[src/rtl/pipe_flow_ctrl_pkg.sv]
// Shared constants and types for the pipeline flow controller.
// This covers the redirect select codes, the MDU sequencer states and the default exception base.
package pipe_pkg;

  localparam logic [1:0] NPC_SEQ = 2'd0;
  localparam logic [1:0] NPC_EXC = 2'd1;
  localparam logic [1:0] NPC_EPC = 2'd2;

  localparam int          BUSY_CNT_W    = 4;
  localparam logic [31:0] EBASE_DEFAULT = 32'h0000_4180;

  typedef enum logic {
    MDU_IDLE = 1'b0,
    MDU_BUSY = 1'b1
  } mdu_state_e;

endpackage

[src/rtl/pipe_flow_ctrl_if.sv]
// Bundle of hazard/exception requests into the flow controller and the stage controls it returns.
// The master side is the pipeline datapath and the slave side is the controller.
interface pipe_flow_ctrl_if;
  logic        D_data_stall;
  logic        D_is_mdu;
  logic        E_mdu_start;
  logic        E_mdu_is_div;
  logic        exc_req;
  logic        M_is_eret;
  logic [31:0] EPC;

  logic        F_en;
  logic        D_en;
  logic        E_flush;
  logic        req;
  logic        eret_flush;
  logic [1:0]  npc_sel;
  logic [31:0] npc_redirect;
  logic        mdu_busy;
  logic        mdu_start_ok;
  logic [3:0]  busy_cnt;

  modport master (
    output D_data_stall, D_is_mdu, E_mdu_start, E_mdu_is_div, exc_req, M_is_eret, EPC,
    input  F_en, D_en, E_flush, req, eret_flush, npc_sel, npc_redirect,
           mdu_busy, mdu_start_ok, busy_cnt
  );

  modport slave (
    input  D_data_stall, D_is_mdu, E_mdu_start, E_mdu_is_div, exc_req, M_is_eret, EPC,
    output F_en, D_en, E_flush, req, eret_flush, npc_sel, npc_redirect,
           mdu_busy, mdu_start_ok, busy_cnt
  );
endinterface

[src/rtl/pipe_flow_ctrl_mdu_busy_seq.sv]
// MDU busy sequencer: an accepted start loads the op latency, and the counter then runs down to idle.
module mdu_busy_seq
  import pipe_pkg::*;
#(
  parameter int MULT_CYCLES = 5,
  parameter int DIV_CYCLES  = 10
) (
  input  logic                  clk,
  input  logic                  reset,
  input  logic                  mdu_start_ok,
  input  logic                  is_div,
  output logic                  mdu_busy,
  output logic [BUSY_CNT_W-1:0] busy_cnt
);

  mdu_state_e            state_q, state_d;
  logic [BUSY_CNT_W-1:0] cnt_q, cnt_d;

  always_ff @(posedge clk or negedge reset) begin
    if (!reset) begin
      state_q <= MDU_IDLE;
      cnt_q   <= '0;
    end else begin
      state_q <= state_d;
      cnt_q   <= cnt_d;
    end
  end

  // Once the counter runs, it keeps running through exceptions, because an older instruction owns the unit.
  always_comb begin
    state_d = state_q;
    cnt_d   = cnt_q;
    unique case (state_q)
      MDU_IDLE: begin
        if (mdu_start_ok) begin
          state_d = MDU_BUSY;
          cnt_d   = is_div ? BUSY_CNT_W'(DIV_CYCLES) : BUSY_CNT_W'(MULT_CYCLES);
        end
      end
      MDU_BUSY: begin
        cnt_d = cnt_q - 1'b1;
        if (cnt_q == BUSY_CNT_W'(1)) state_d = MDU_IDLE;
      end
      default: begin
        state_d = MDU_IDLE;
        cnt_d   = '0;
      end
    endcase
  end

  assign mdu_busy = (state_q == MDU_BUSY);
  assign busy_cnt = cnt_q;

endmodule

[src/rtl/pipe_flow_ctrl.sv]
// Pipeline flow controller: stage enables and flushes, redirect PC and MDU structural stall.
// The priority order is exception, then eret, then stall, then normal flow.
module pipe_flow_ctrl
  import pipe_pkg::*;
#(
  parameter int          MULT_CYCLES = 5,
  parameter int          DIV_CYCLES  = 10,
  parameter logic [31:0] EBASE       = EBASE_DEFAULT
) (
  input logic             clk,
  input logic             reset,
  pipe_flow_ctrl_if.slave fc
);

  if (MULT_CYCLES < 1 || MULT_CYCLES > 15 || DIV_CYCLES < 1 || DIV_CYCLES > 15) begin : g_bad_cfg
    $error("pipe_flow_ctrl: MULT_CYCLES/DIV_CYCLES must be in 1..15");
  end

  logic req_any;
  logic stall;

  assign req_any         = fc.exc_req | fc.M_is_eret;
  assign fc.mdu_start_ok = fc.E_mdu_start & ~req_any;

  mdu_busy_seq #(
    .MULT_CYCLES (MULT_CYCLES),
    .DIV_CYCLES  (DIV_CYCLES)
  ) u_seq (
    .clk          (clk),
    .reset        (reset),
    .mdu_start_ok (fc.mdu_start_ok),
    .is_div       (fc.E_mdu_is_div),
    .mdu_busy     (fc.mdu_busy),
    .busy_cnt     (fc.busy_cnt)
  );

  // A D-stage MDU op also waits when a start is issuing from E in the same cycle.
  assign stall = ~req_any &
                 (fc.D_data_stall | (fc.D_is_mdu & (fc.mdu_busy | fc.E_mdu_start)));

  assign fc.F_en       = ~stall;
  assign fc.D_en       = ~stall;
  assign fc.E_flush    = stall;
  assign fc.req        = fc.exc_req;
  assign fc.eret_flush = fc.M_is_eret & ~fc.exc_req;

  always_comb begin
    fc.npc_sel      = NPC_SEQ;
    fc.npc_redirect = '0;
    if (fc.exc_req) begin
      fc.npc_sel      = NPC_EXC;
      fc.npc_redirect = EBASE;
    end else if (fc.M_is_eret) begin
      fc.npc_sel      = NPC_EPC;
      fc.npc_redirect = fc.EPC;
    end
  end

endmodule

[src/flat_wrapper.sv]
// flat-port wrapper written by rule: the top's interface ports become plain ports
module pipe_flow_ctrl_flat import pipe_pkg::*;
#(
  parameter int          MULT_CYCLES = 5,
  parameter int          DIV_CYCLES  = 10,
  parameter logic [31:0] EBASE       = EBASE_DEFAULT
)
  (clk, reset, fc_D_data_stall, fc_D_is_mdu, fc_E_mdu_start, fc_E_mdu_is_div, fc_exc_req, fc_M_is_eret, fc_EPC, fc_F_en, fc_D_en, fc_E_flush, fc_req, fc_eret_flush, fc_npc_sel, fc_npc_redirect, fc_mdu_busy, fc_mdu_start_ok, fc_busy_cnt);
  pipe_flow_ctrl_if fc_i ();
  input logic clk;
  input logic reset;
  input wire logic [$bits(fc_i.D_data_stall)-1:0] fc_D_data_stall;
  input wire logic [$bits(fc_i.D_is_mdu)-1:0] fc_D_is_mdu;
  input wire logic [$bits(fc_i.E_mdu_start)-1:0] fc_E_mdu_start;
  input wire logic [$bits(fc_i.E_mdu_is_div)-1:0] fc_E_mdu_is_div;
  input wire logic [$bits(fc_i.exc_req)-1:0] fc_exc_req;
  input wire logic [$bits(fc_i.M_is_eret)-1:0] fc_M_is_eret;
  input wire logic [$bits(fc_i.EPC)-1:0] fc_EPC;
  output wire logic [$bits(fc_i.F_en)-1:0] fc_F_en;
  output wire logic [$bits(fc_i.D_en)-1:0] fc_D_en;
  output wire logic [$bits(fc_i.E_flush)-1:0] fc_E_flush;
  output wire logic [$bits(fc_i.req)-1:0] fc_req;
  output wire logic [$bits(fc_i.eret_flush)-1:0] fc_eret_flush;
  output wire logic [$bits(fc_i.npc_sel)-1:0] fc_npc_sel;
  output wire logic [$bits(fc_i.npc_redirect)-1:0] fc_npc_redirect;
  output wire logic [$bits(fc_i.mdu_busy)-1:0] fc_mdu_busy;
  output wire logic [$bits(fc_i.mdu_start_ok)-1:0] fc_mdu_start_ok;
  output wire logic [$bits(fc_i.busy_cnt)-1:0] fc_busy_cnt;
  assign fc_i.D_data_stall = fc_D_data_stall;
  assign fc_i.D_is_mdu = fc_D_is_mdu;
  assign fc_i.E_mdu_start = fc_E_mdu_start;
  assign fc_i.E_mdu_is_div = fc_E_mdu_is_div;
  assign fc_i.exc_req = fc_exc_req;
  assign fc_i.M_is_eret = fc_M_is_eret;
  assign fc_i.EPC = fc_EPC;
  assign fc_F_en = fc_i.F_en;
  assign fc_D_en = fc_i.D_en;
  assign fc_E_flush = fc_i.E_flush;
  assign fc_req = fc_i.req;
  assign fc_eret_flush = fc_i.eret_flush;
  assign fc_npc_sel = fc_i.npc_sel;
  assign fc_npc_redirect = fc_i.npc_redirect;
  assign fc_mdu_busy = fc_i.mdu_busy;
  assign fc_mdu_start_ok = fc_i.mdu_start_ok;
  assign fc_busy_cnt = fc_i.busy_cnt;
  pipe_flow_ctrl #(.MULT_CYCLES(MULT_CYCLES), .DIV_CYCLES(DIV_CYCLES), .EBASE(EBASE)) u_core (.clk(clk), .reset(reset), .fc(fc_i));
endmodule
[config.mk]
export PLATFORM = sky130hd
export DESIGN_NAME = pipe_flow_ctrl_flat
export DESIGN_NICKNAME = d
export VERILOG_FILES = /design/src/rtl/pipe_flow_ctrl_pkg.sv /design/src/rtl/pipe_flow_ctrl_if.sv /design/src/rtl/pipe_flow_ctrl_mdu_busy_seq.sv /design/src/rtl/pipe_flow_ctrl.sv /design/src/flat_wrapper.sv
export SDC_FILE = /design/constraint.sdc
export NUM_CORES = 1
export LEC_CHECK = 0
export ABC_AREA = 1
export CORE_MARGIN = 5
export CORE_UTILIZATION = 23
export DETAILED_ROUTE_END_ITERATION = 8
export GPL_ROUTABILITY_DRIVEN = 1
export PLACE_DENSITY = 0.83
export RECOVER_POWER = 100
export SKIP_LAST_GASP = 1
export SYNTH_ARGS = -nofsm -noshare
export SYNTH_HDL_FRONTEND = slang
export SYNTH_SLANG_ARGS = --single-unit
[constraint.sdc]
create_clock -name clk -period 1 [get_ports clk]
set_input_delay 0.2 -clock clk [delete_from_list [all_inputs] [get_ports clk]]
set_output_delay 0.2 -clock clk [all_outputs]
set_load 0.05 [all_outputs]
==> out/metrics.csv, run 1 <==
metric,value,unit
outcome,stopped before the end,
lastStage,4_1_cts,
error,"[ERROR DPL-0038] Utilization greater than 100%, impossible to legalize",
syn_area_per_cell,5.30,sq um
synth_top_family_by_area,simple AND/OR/NAND/NOR gates,
num_rows,19,
die_w,63.4,um
synth-seq-cells,5,
cts_buffers,3,
muxShareOfSynthArea,0,%
yosys.area_share.simple,54.3,%
io_pins,85,
netlist_top_cells_area,"nand2_1 (25%), nor2_1 (19%), dfrtp_1 (19%)",
postSynthNetCount,166,
dp_hpwl,3090,um
synth_compound_area_share,4.38,%
start_util,23.8,%
synth_adder_area_share,3.81,%
syn-cell-area,657,sq um
die_height,63.4,um
gp_congestion,0.903,
htreeDepth,1,
port_buffers,84,
ys_warn_count,0,
ys_types,17,
cts-root-buf,clkbuf_4,
synth_cells,124,
postCtsHoldBufs,0,
synth_top_area_cell,nand2_1,
dpl.cell_count,241,
clkSinkCount,5,
cts_resized,130,
post-cts-setup-buffers,16,
cts_max_path_buffers,2,
synth_xor_xnor_area_share,1.33,%
synth.top_cell.area_share,25.1,%
yosysSeqAreaShare,19.0,%
[cell usage after synthesis (all sizes together)]
| cell | number |
|---|---|
| ha | 2 |
| a21oi | 1 |
| o21ai | 3 |
| nor2 | 35 |
| dfrtp | 5 |
| xor2 | 1 |
| nand2 | 46 |
| buf | 11 |
| inv | 11 |
| o31a | 1 |
| nand3 | 8 |
[kinds of logic after synthesis]
| group | Yosys count |
|---|---|
| and+or+nand+nor | 89 |
| buffers and inverters | 22 |
| AOI/OAI and AO/OA | 5 |
| DFF | 5 |
| adders and majority gates | 2 |
| xor gates and xnor gates | 1 |
[through the flow]
step                area [sq um]  util, %  setup WS [ns]
global placement            2310     83.8         -0.584
detailed placement          2310     83.8         -0.631
floorplan                   1000        -         -0.917
==> inputs of run 2 (changes only) <==
--- a/config.mk
+++ b/config.mk
@@ -6,11 +6,11 @@
 export NUM_CORES = 1
 export LEC_CHECK = 0
 export ABC_AREA = 1
-export CORE_MARGIN = 5
-export CORE_UTILIZATION = 23
+export CORE_AREA = 5 5 66 68
 export DETAILED_ROUTE_END_ITERATION = 8
+export DIE_AREA = 0 0 71 73
 export GPL_ROUTABILITY_DRIVEN = 1
-export PLACE_DENSITY = 0.83
+export PLACE_DENSITY_LB_ADDON = 0.15
 export RECOVER_POWER = 100
 export SKIP_LAST_GASP = 1
 export SYNTH_ARGS = -nofsm -noshare
==> constraint.sdc (replaced) <==
create_clock -name clk -period 1.3 [get_ports clk]
set_input_delay 0.26 -clock clk [delete_from_list [all_inputs] [get_ports clk]]
set_output_delay 0.26 -clock clk [all_outputs]
set_load 0.05 [all_outputs]
==> out/metrics.csv, run 2 <==
metric,value,unit
post-cts-setup-buffers,0,
area_growth,217,%
netlist_top_cells_area,"nand2_1 (25%), nor2_1 (19%), dfrtp_1 (19%)",
p_leak,0.989,nW
syn-cell-area,657,sq um
p_per_area,1090,nW/um^2
dpl.cell_count,260,
ys.flop_type,dfrtp_1,
port_buffers,84,
slew_headroom,74.8,%
finalClockSkew,0.00167,ns
hp-class,in2async,
vias_per_cell,4.22,
postRouteAntennaNets,0,
clkSinkCount,5,
die_height,73,um
core,3800,sq um
htreeDepth,1,
clk_pin_slew_worst_paths,0.04,ns
hold_violations,0,
slew_viol_final,0,
start_util,17.3,%
worstPathArrival,1.16,ns
dp_hpwl,3060,um
grt_antenna_before_repair,0,
worstPathMaxFanout,2,
max_freq,704,MHz
fin_ws,-0.120,ns
synth.top_cell.area_share,25.1,%
place_ws,-0.415,ns
n_antenna_cell,0,
layout_commonest_cell,nand2_1,
route.detailed.wl_per_inst,13.4,um
final.setup.tns,-0.477,ns
die_area,5180,sq um
ir_drop,1.19,mV
hold_ws,0.329,ns
period_share,109,%
drt_iter0_markers,31,
async_flop_share,100,%
maxCapViolCount,0,
syn_area_per_cell,5.30,sq um
tritoncts,built,
num_rows,23,
synth_most_common_cell,nand2_1,
rsz0062_at_grt,yes,
tightest_slew,0.378,ns
cp_data_required_time,1.04,ns
worstSkewPairLatency,0.23,ns
synth-seq-cells,5,
final_layout_size_suffix_gt1_share,48.8,%
postSynthNetCount,166,
largest_register_ffs,4,
cts_buffers,3,
fin_crit,1.42,ns
synth_top_area_cell,nand2_1,
final_core_util,54.8,%
finalSetupViolCount,7,
drc,0,
nets,258,
violations,setup timing,
grt_pass1_vias,1133,
grt_max_degree,21,
grt_first_pass_wirelength,5610,um
die_w,71,um
vias,1118,
cts-root-buf,clkbuf_8,
synth_edf_count,0,
yosysSeqAreaShare,19.0,%
cts_max_path_buffers,2,
cp-end-kind,output pin,
postCtsHoldBufs,0,
final_cells,265,
firstDrtPassIters,4,
grt.overflow.total,0,
final_cell_mix,"nand2_1 (41), buf_12 (39), dlygate4sd2_1 (30), nor2_2 (25), buf_4 (11)",
outcome,finished with violations,
gp_congestion,0.959,
crit_type,reg2out,
io_pins,85,
synth_cells,124,
totalWireLength,3540,um
grtUsageTotal,13.5,%
ys_warn_count,0,
cp-start-kind,register,
ys_types,17,
synth_commonest_cells,"nand2_1 (44), nor2_1 (34), inv_1 (8), nand3_1 (8), buf_2 (6)",
==> run 2: what timing repair did <==
action / 4_1_cts / 5_1_grt
hold endpoints to repair: 0 / 0
cloned: 1 / 0
setup endpoints to repair: 42 / 16
pin swaps: 45 / 4
resized for setup: 38 / 10
==> run 2: final cells by class <==
class,instances,area [sq um]
fillers,373,1720
well taps,50,62.6
clock buffers,4,45.0
flip-flops and latches,5,128
multi-input cells,97,519
inverters,11,45.0
repair buffers,98,1280
==> run 2: where the power goes <==
part | leakage (nW) | switching, W | internal, W
logic | 0.908 | 0.000940 | 0.000683
clock network | 0.0228 | 0.0000864 | 0.000211
registers | 0.0576 | 0.000104 | 0.000246
==> run 2: through the flow <==
step	total power, W	area (sq um)
after global routing	0.00240	2080
final	0.00227	2080
after global placement	0.00209	2150
after detailed placement	0.00213	2150
after CTS	0.00243	2160
after floorplan	0.00124	767
==> run 2: cells by family after synthesis <==
family,synth area share (%)
AOI/OAI and AO/OA,4.38
xor gates and xnor gates,1.33
adders and majority gates,3.81
buffers and inverters,17.1
DFF,19.0
and+or+nand+nor,54.3
==> run 2: path summary, 6_finish.rpt <==
kind	startpoint	end	slack, ns	cells after the start
min in group clk	u_core.u_seq.busy_cnt[0]	u_core.u_seq.busy_cnt[0]	0.61	2
max in group asynchronous	reset	u_core.u_seq.mdu_busy	0.75	1
worst min register to register	u_core.u_seq.busy_cnt[0]	u_core.u_seq.busy_cnt[0]	0.61	2
worst min-delay path	reset	u_core.u_seq.busy_cnt[2]	0.33	1
worst max register to register	u_core.u_seq.busy_cnt[1]	u_core.u_seq.busy_cnt[1]	0.11	5
worst max-delay path	u_core.u_seq.mdu_busy	fc_F_en	-0.12	4
==> run 2: critical path, stage by stage (launching register included) <==
cell and delay, ns:
dfrtp_2 0.37, o21ai_4 0.06, a21oi_4 0.16, clkinvlp_4 0.16
buf_12 0.17
==> run 2: layer usage <==
metal | global-route usage (%) | routed length, um | vias up
li1 | - | - | 550
met1 | 16.3 | 1490 | 493
met2 | 23.8 | 1740 | 66
met3 | 3.44 | 258 | 9
met4 | 3.76 | 53 | 0
met5 | 0 | 0 | -
(Power assumes the default switching activity.)
==> inputs of run 3 (changes only) <==
--- a/config.mk
+++ b/config.mk
@@ -6,9 +6,9 @@
 export NUM_CORES = 1
 export LEC_CHECK = 0
 export ABC_AREA = 1
-export CORE_AREA = 5 5 66 68
+export CORE_AREA = 2 2 63 65
 export DETAILED_ROUTE_END_ITERATION = 8
-export DIE_AREA = 0 0 71 73
+export DIE_AREA = 0 0 65 67
 export GPL_ROUTABILITY_DRIVEN = 1
 export PLACE_DENSITY_LB_ADDON = 0.15
 export RECOVER_POWER = 100
==> out/metrics.csv, run 3 (same netlist as run 2, synthesis figures left out) <==
metric,value,unit
outcome,finished with violations,
violations,setup timing,
cts_max_path_buffers,2,
fin_crit,1.40,ns
firstDrtPassIters,4,
path_cells,"o21ai_2, a21oi_4, buf_4, buf_12",
ir_drop,1.08,mV
vias,1096,
finalClockSkew,0.00232,ns
route.detailed.wl_per_inst,12.4,um
period_share,108,%
crit_type,reg2out,
r2r-end,u_core.u_seq.busy_cnt[2],
postRouteAntennaNets,0,
place_ws,-0.402,ns
die_area,4360,sq um
final_area,2070,sq um
final_cell_mix,"nand2_1 (41), buf_12 (39), dlygate4sd2_1 (31), nor2_2 (29), buf_4 (9)",
finalSetupViolCount,4,
dp_hpwl,2740,um
largest_register_ffs,4,
drt_iter0_markers,20,
placed_area,2120,sq um
post-cts-setup-buffers,0,
slew_viol_final,0,
num_rows,22,
gp_congestion,0.839,
rsz0062_at_grt,yes,
n_antenna_cell,0,
clk_pin_slew_worst_paths,0.04,ns
cts_buffers,3,
dpl.cell_count,257,
final_cells,262,
cts-root-buf,clkbuf_8,
worst_path_largest_cell_delay,0.40,ns
io_pins,85,
r2r_slack,0.09,ns
hold_violations,0,
die_w,65,um
nets,257,
grtUsageTotal,15.5,%
crit-reg2reg-launch,u_core.u_seq.busy_cnt[0],
cp_data_required_time,1.04,ns
cp-end-kind,output pin,
hold_ws,0.331,ns
reg2reg_depth,5,
max_freq,712,MHz
fill_cells,332,
htreeDepth,1,
worstPathMaxFanout,2,
totalWireLength,3250,um
hp-class,in2async,
grt_pass1_vias,1046,
p_per_area,1060,nW/um^2
grt_first_pass_wirelength,5100,um
layout_commonest_cell,nand2_1,
worstPathArrival,1.14,ns
grt_max_degree,16,
maxCapViolCount,0,
tightest_slew,0.342,ns
grt.overflow.total,0,
cp-start-kind,register,
tritoncts,built,
area_growth,216,%
core,3610,sq um
die_height,67,um
grt_antenna_before_repair,0,
crit_slowest_cell,dfrtp_2,
final_layout_size_suffix_gt1_share,50.0,%
vias_per_cell,4.18,
worstSkewPairLatency,0.23,ns
drc,0,
start_util,18.2,%
port_buffers,84,
fin_ws,-0.104,ns
clkSinkCount,5,
slew_headroom,77.2,%
p_leak,0.989,nW
-- run 3: layout make-up --
cell class	count	area, sq um	share of cell area (%)
Timing Repair Buffer	97	1280	61.8
Multi-Input combinational cell	97	514	24.8
Sequential cell	5	128	6.16
Tap cell	48	60.1	2.90
Clock buffer	4	45.0	2.17
Inverter	11	45.0	2.17
-- run 3: power breakdown --
group / switching, W / internal (W)
logic: 0.000917 / 0.000640
clock network: 0.0000829 / 0.000211
registers: 0.0000946 / 0.000245
-- run 3: routing by layer --
layer	routed length, um	vias up	share of wire [%]	track usage [%]
li1	-	552	-	-
met2	1500	60	46	26.2
met3	311	8	9.6	3.55
met1	1350	476	42	18.2
met5	0	-	0	0
met4	86	0	2.6	8.51
-- run 3: worst max-delay path by stage --
| stage | from | slack, ns | to |
|---|---|---|---|
| after global routing | u_core.u_seq.mdu_busy | -0.15 | fc_D_en |
| after global placement | fc_M_is_eret | -0.32 | fc_npc_redirect[19] |
| after floorplan | u_core.u_seq.mdu_busy | -0.68 | fc_F_en |
| after CTS | u_core.u_seq.mdu_busy | -0.11 | fc_E_flush |
| final | u_core.u_seq.mdu_busy | -0.10 | fc_E_flush |
| after detailed placement | fc_M_is_eret | -0.40 | fc_npc_redirect[5] |
-- run 3: metrics by stage --
stage	util, %	power, W	setup TNS (ns)
2_1_floorplan	-	0.00124	-1.11
3_3_place_gp	58.9	0.00208	-12.46
3_5_place_dp	58.9	0.00211	-14.42
4_1_cts	60.3	0.00241	-0.387
5_1_grt	57.5	0.00234	-0.639
6_report	57.5	0.00219	-0.306
-- run 3: timing repair --
action	4_1_cts	5_1_grt
hold buffers	0	0
pin swaps	56	6
gates cloned	1	0
endpoints found under the hold margin	0	0
gates resized for setup	41	4
endpoints found under the setup margin	41	9
-- run 3: critical path: cells and delay by family (launching register included) --
| kind | cells | cell delay, ns |
|---|---|---|
| flip-flops | 1 | 0.40 |
| buffers and inverters | 2 | 0.28 |
| AO/OA/AOI/OAI | 2 | 0.23 |
